--- src/rtl/instr_fetch_seq.sv ---
// Two-byte instruction fetch sequencer: reads PC and PC+1, loads the IR low/high halves, bumps PC per byte.
// Optional per-request timeout enabled by defining FETCH_TIMEOUT_EN.
module instr_fetch_seq #(
  parameter logic [3:0]  PC_REG_SEL = 4'b1000,
  parameter int unsigned TIMEOUT    = 15
) (
  input  logic       clock,
  input  logic       reset_n,
  input  logic       start,
  input  logic       flush,
  input  logic [7:0] pc_in,
  output logic       mem_req,
  output logic [7:0] mem_addr,
  input  logic       mem_ack,
  input  logic [7:0] mem_rdata,
  output logic [7:0] ir_data,
  output logic       ir_lh,
  output logic       ir_enable,
  output logic [1:0] ir_select,
  output logic [1:0] pc_fun_sel,
  output logic [3:0] pc_reg_sel,
  output logic       busy,
  output logic       instr_valid,
  output logic       fault
);

  localparam int unsigned BYTE_W = 8;
  localparam logic [1:0]  IR_LOAD = 2'b01;
  localparam logic [1:0]  PC_INC  = 2'b11;

  typedef enum logic [2:0] {
    S_IDLE    = 3'd0,
    S_REQ_LO  = 3'd1,
    S_LOAD_LO = 3'd2,
    S_REQ_HI  = 3'd3,
    S_LOAD_HI = 3'd4,
    S_DONE    = 3'd5
  } state_e;

  state_e              state_q, state_d;
  logic [BYTE_W-1:0]   addr_q, addr_d;
  logic [BYTE_W-1:0]   data_q, data_d;
  logic                fault_q, fault_d;

  logic                mem_req_q, mem_req_d;
  logic                ir_lh_q, ir_lh_d;
  logic                ir_enable_q, ir_enable_d;
  logic [1:0]          ir_select_q, ir_select_d;
  logic [1:0]          pc_fun_sel_q, pc_fun_sel_d;
  logic [3:0]          pc_reg_sel_q, pc_reg_sel_d;
  logic                busy_q, busy_d;
  logic                instr_valid_q, instr_valid_d;
  logic                load_c;

`ifdef FETCH_TIMEOUT_EN
  localparam int unsigned CNT_W = $clog2(TIMEOUT + 1);

  logic [CNT_W-1:0]    wait_q, wait_d;
  logic                timeout_c;

  // Fires on the last permitted un-acked REQ cycle.
  assign timeout_c = (wait_q == CNT_W'(TIMEOUT - 1));
`else
  logic                unused_timeout;

  assign unused_timeout = ^TIMEOUT;
`endif

  // Next-state and datapath updates; flush overrides everything.
  always_comb begin
    state_d = state_q;
    addr_d  = addr_q;
    data_d  = data_q;
    fault_d = 1'b0;
`ifdef FETCH_TIMEOUT_EN
    wait_d  = '0;
`endif
    unique case (state_q)
      S_IDLE: begin
        if (start) begin
          addr_d  = pc_in;
          state_d = S_REQ_LO;
        end
      end
      S_REQ_LO, S_REQ_HI: begin
        if (mem_ack) begin
          data_d  = mem_rdata;
          state_d = (state_q == S_REQ_LO) ? S_LOAD_LO : S_LOAD_HI;
`ifdef FETCH_TIMEOUT_EN
        end else if (timeout_c) begin
          state_d = S_IDLE;
          fault_d = 1'b1;
        end else begin
          wait_d  = wait_q + CNT_W'(1);
`endif
        end
      end
      S_LOAD_LO: begin
        addr_d  = addr_q + BYTE_W'(1);
        state_d = S_REQ_HI;
      end
      S_LOAD_HI: state_d = S_DONE;
      S_DONE:    state_d = S_IDLE;
      default:   state_d = S_IDLE;
    endcase

    if (flush) begin
      state_d = S_IDLE;
      addr_d  = addr_q;
      data_d  = data_q;
      fault_d = 1'b0;
`ifdef FETCH_TIMEOUT_EN
      wait_d  = '0;
`endif
    end
  end

  // Moore outputs decoded from the upcoming state so they register alongside it.
  always_comb begin
    load_c        = (state_d == S_LOAD_LO) || (state_d == S_LOAD_HI);
    mem_req_d     = (state_d == S_REQ_LO) || (state_d == S_REQ_HI);
    ir_enable_d   = load_c;
    ir_select_d   = load_c ? IR_LOAD : 2'b00;
    ir_lh_d       = (state_d == S_LOAD_HI);
    pc_fun_sel_d  = load_c ? PC_INC : 2'b00;
    pc_reg_sel_d  = load_c ? PC_REG_SEL : 4'b0000;
    busy_d        = (state_d != S_IDLE);
    instr_valid_d = (state_d == S_DONE);
  end

  always_ff @(posedge clock or negedge reset_n) begin
    if (!reset_n) begin
      state_q       <= S_IDLE;
      addr_q        <= '0;
      data_q        <= '0;
      fault_q       <= 1'b0;
      mem_req_q     <= 1'b0;
      ir_lh_q       <= 1'b0;
      ir_enable_q   <= 1'b0;
      ir_select_q   <= 2'b00;
      pc_fun_sel_q  <= 2'b00;
      pc_reg_sel_q  <= 4'b0000;
      busy_q        <= 1'b0;
      instr_valid_q <= 1'b0;
`ifdef FETCH_TIMEOUT_EN
      wait_q        <= '0;
`endif
    end else begin
      state_q       <= state_d;
      addr_q        <= addr_d;
      data_q        <= data_d;
      fault_q       <= fault_d;
      mem_req_q     <= mem_req_d;
      ir_lh_q       <= ir_lh_d;
      ir_enable_q   <= ir_enable_d;
      ir_select_q   <= ir_select_d;
      pc_fun_sel_q  <= pc_fun_sel_d;
      pc_reg_sel_q  <= pc_reg_sel_d;
      busy_q        <= busy_d;
      instr_valid_q <= instr_valid_d;
`ifdef FETCH_TIMEOUT_EN
      wait_q        <= wait_d;
`endif
    end
  end

  assign mem_req     = mem_req_q;
  assign mem_addr    = addr_q;
  assign ir_data     = data_q;
  assign ir_lh       = ir_lh_q;
  assign ir_enable   = ir_enable_q;
  assign ir_select   = ir_select_q;
  assign pc_fun_sel  = pc_fun_sel_q;
  assign pc_reg_sel  = pc_reg_sel_q;
  assign busy        = busy_q;
  assign instr_valid = instr_valid_q;
  assign fault       = fault_q;

endmodule

--- config.mk ---
export PLATFORM = sky130hd
export DESIGN_NAME = instr_fetch_seq
export DESIGN_NICKNAME = d
export VERILOG_FILES = /design/src/rtl/instr_fetch_seq.sv
export SDC_FILE = /design/constraint.sdc
export NUM_CORES = 1
export LEC_CHECK = 0
export CAP_MARGIN = 0
export CORE_MARGIN = 2
export CORE_UTILIZATION = 45
export DETAILED_ROUTE_END_ITERATION = 12
export PLACE_DENSITY = 0.81
export SYNTH_ARGS = -nofsm -noshare
export SYNTH_HDL_FRONTEND = slang
export SYNTH_SLANG_ARGS = --single-unit
export TNS_END_PERCENT = 1
--- constraint.sdc ---
create_clock -name clock -period 2.2 [get_ports clock]
set_clock_uncertainty 0.05 [all_clocks]
set_input_delay 0.66 -clock clock [delete_from_list [all_inputs] [get_ports clock]]
set_output_delay 0.66 -clock clock [all_outputs]
set_load 0.01 [all_outputs]
==> results.yml, run 1 <==
critical_path:
  rr_startpoint: "state_q[2]"
  slowest_delay_ps: 580
  cp-startpoint: "mem_addr[4]"
  required_ps: 1490
  path_buf_inv: 1
  crit_chain: "clkdlybuf4s50_1"
  endpoint_kind: "primary output"
  crit_type: "flip-flop to primary output"
  start_kind: "flip-flop"
  arrival_ps: 1370
  cp_slowest_cell: "clkdlybuf4s50_1"
  crit_fanout: 7
  crit_family: "buffers and inverters"
pwr:
  pwr-share-clk_pct: 17.3
  leakagePower_nw: 0.714
  p_seq_share_pct: 46.9
  intPower_uw: 925
  p_comb_share_pct: 35.8
  powerDensity_mw_per_mm2: 785
  vdd_drop_max_uv: 531
  p_switching_uw: 405
  swShare_pct: 30.4
logic_synthesis:
  async_flop_share_pct: 100
  ys_seq_area_share_pct: 50.0
  syn_area_mm2: 0.00120
  synth_area_per_cell_um2: 10.7
  synth_top_flop_cell: "dfrtp_1"
  yosys_register_bits: 24
  ys_warn_count: 0
  synth-edff-count: 0
  netlist_instances: 112
  synth_cell_types: 32
placement:
  portBuffers: 45
  place.gp.congestion: 0.758
  place_hpwl_um: 2030
clocking:
  cts_setup_buffers: 0
  cts.clk_slew.worst_paths_ps: 130
  cts_resized: 0
  clock_latency_ps: 310
  clockBufferDepth: 2
  cts_root_buf: "clkbuf_4"
  cts.sinks: 24
  cts_buffers: 3
  cts_tree: "done"
  cts_hold_buf: 0
  cts_max_level: 1
global_routing:
  grt_overflow: 0
  grtUsageTotal_pct: 16.8
  antenna_found_initial: 0
  grt_pass1_vias: 972
  grt_start_max_net_pins: 25
  grt_pass1_wl_um: 4210
floorplanning:
  core_mm2: 0.00250
  fp-row-count: 18
  io_pins: 51
  die_x_um: 55.7
  start_util_pct: 48.0
  dieHeight_um: 55.7
  die-area_mm2: 0.00310
layout:
  nets: 181
  area_growth_pct: 41.0
  fillCellCount: 215
  drive_gt1_share_pct: 16.5
  post-route-util_pct: 67.8
  antenna_cells: 0
routing:
  drtAntennaViolNets: 0
  via_per_inst: 5.20
  totalWireLength_um: 2650
  first_pass_iters: 4
  vias: 978
  initialDrtViolationCount: 19
  route.detailed.drc: 0
  post_drt_wl_per_cell_um: 14.1
min_path:
  min_from: "ir_data[5]"
  hold_path.class: "flip-flop to flip-flop"
run:
  max_cap_viol_count: 0
sta:
  finalCriticalPeriod_ps: 2080
  finalCritPeriodShare_pct: 94.5
  finalSetupViolCount: 0
  maxSlewViolCount: 0
  hold_viol_final: 0
  final.setup.tns_ps: 0
  rsz0062_at_grt: "false"
  max_freq_mhz: 481
outcome:
  run_status: "finished clean"
==> layer usage <==
layer  wire length [um]  global-route usage [%]
met3                177                    4.19
met2               1350                    30.3
met4                  0                    4.18
met1               1120                    20.0
met5                  0                       0
==> cell type report <==
cell class	instances	area [um2]	share of cell area [%]
clock buffers	4	36.3	2.14
inverters	2	7.51	0.443
multi-input cells	76	509	30.1
flip-flops and latches	24	601	35.5
well taps	30	37.5	2.22
repair buffers	52	503	29.7
==> cells by family (layout without fill, tap and decap cells) <==
group | count (synthesis) | count (layout) | share of synthesized area (%)
and+or+nand+nor | 35 | 35 | 17.5
other | 1 | 5 | 0.312
DFF | 24 | 24 | 50.0
adders and majority gates | 1 | 1 | 1.04
AOI/OAI and AO/OA | 25 | 25 | 12.8
buffers and inverters | 16 | 58 | 9.27
muxes | 9 | 9 | 8.33
xor gates and xnor gates | 1 | 1 | 0.729
==> synth_stat cells, types with 2 or more instances <==
cell type | number | area, um2
a21oi_2 | 3 | 26.3
buf_4 | 11 | 82.6
nand2b_1 | 2 | 12.5
o22ai_1 | 2 | 12.5
dfrtp_1 | 24 | 601
buf_2 | 2 | 10.0
and3_1 | 3 | 18.8
o21ai_0 | 8 | 40.0
mux2_2 | 8 | 90.1
a21oi_1 | 7 | 35.0
nor2_1 | 6 | 22.5
inv_1 | 2 | 7.51
a2bb2oi_1 | 3 | 26.3
nand3_1 | 7 | 35.0
nand2_1 | 7 | 26.3
==> cell usage in the layout (no fill, tap or decap), types with 5 or more instances in the layout <==
master,n
clkdlybuf4s50_1,45
dfrtp_1,24
o21ai_0,8
mux2_2,8
nand2_1,7
a21oi_1,7
nand3_1,7
buf_4,7
nor2_1,6
conb_1,5
==> stage by stage <==
stage	area, um2	power (mW)	setup WS [ps]	hold WS, ps	std cells
after global placement	1660	1.09	3.02	440	184
after floorplan	1220	0.832	498	314	116
after global routing	1690	1.40	62.9	502	188
after detailed placement	1660	1.11	-14.8	445	184
final	1690	1.33	121	478	188
after CTS	1690	1.34	109	481	188
==> power by group through the flow <==
stage	Sequential, mW	Clock [mW]	Combinational [mW]
after floorplan	0.653	0	0.179
after global placement	0.622	0	0.467
after CTS	0.623	0.239	0.482
after detailed placement	0.632	0	0.480
after global routing	0.638	0.249	0.510
final	0.624	0.230	0.476
==> sequential cells by signal, indices dropped and copies added (netlist names) <==
| register | cells |
|---|---|
| mem_addr | 8 |
| instr_valid | 1 |
| mem_req | 1 |
| state_q | 3 |
| busy | 1 |
| pc_fun_sel | 1 |
| ir_data | 8 |
| ir_lh | 1 |
==> final timing paths <==
kind	to	slack, ps	cells after the start
worst max-delay path	mem_addr[4]	120	1
worst min-delay path	ir_data[5]	480	1
worst max register to register	mem_addr[0]	530	3
worst min register to register	ir_data[5]	480	1
max in group asynchronous	ir_data[2]	1230	2
min in group asynchronous	mem_addr[7]	640	2
Power figures use the tool's default switching activity.
==> run 2, diff against run 1 <==
--- a/config.mk
+++ b/config.mk
@@ -5,7 +5,6 @@
 export SDC_FILE = /design/constraint.sdc
 export NUM_CORES = 1
 export LEC_CHECK = 0
-export CAP_MARGIN = 0
 export CORE_MARGIN = 2
 export CORE_UTILIZATION = 45
 export DETAILED_ROUTE_END_ITERATION = 12
==> results of run 2 <==
Same layout as run 1: the final DEF is identical, and so are final timing and power.
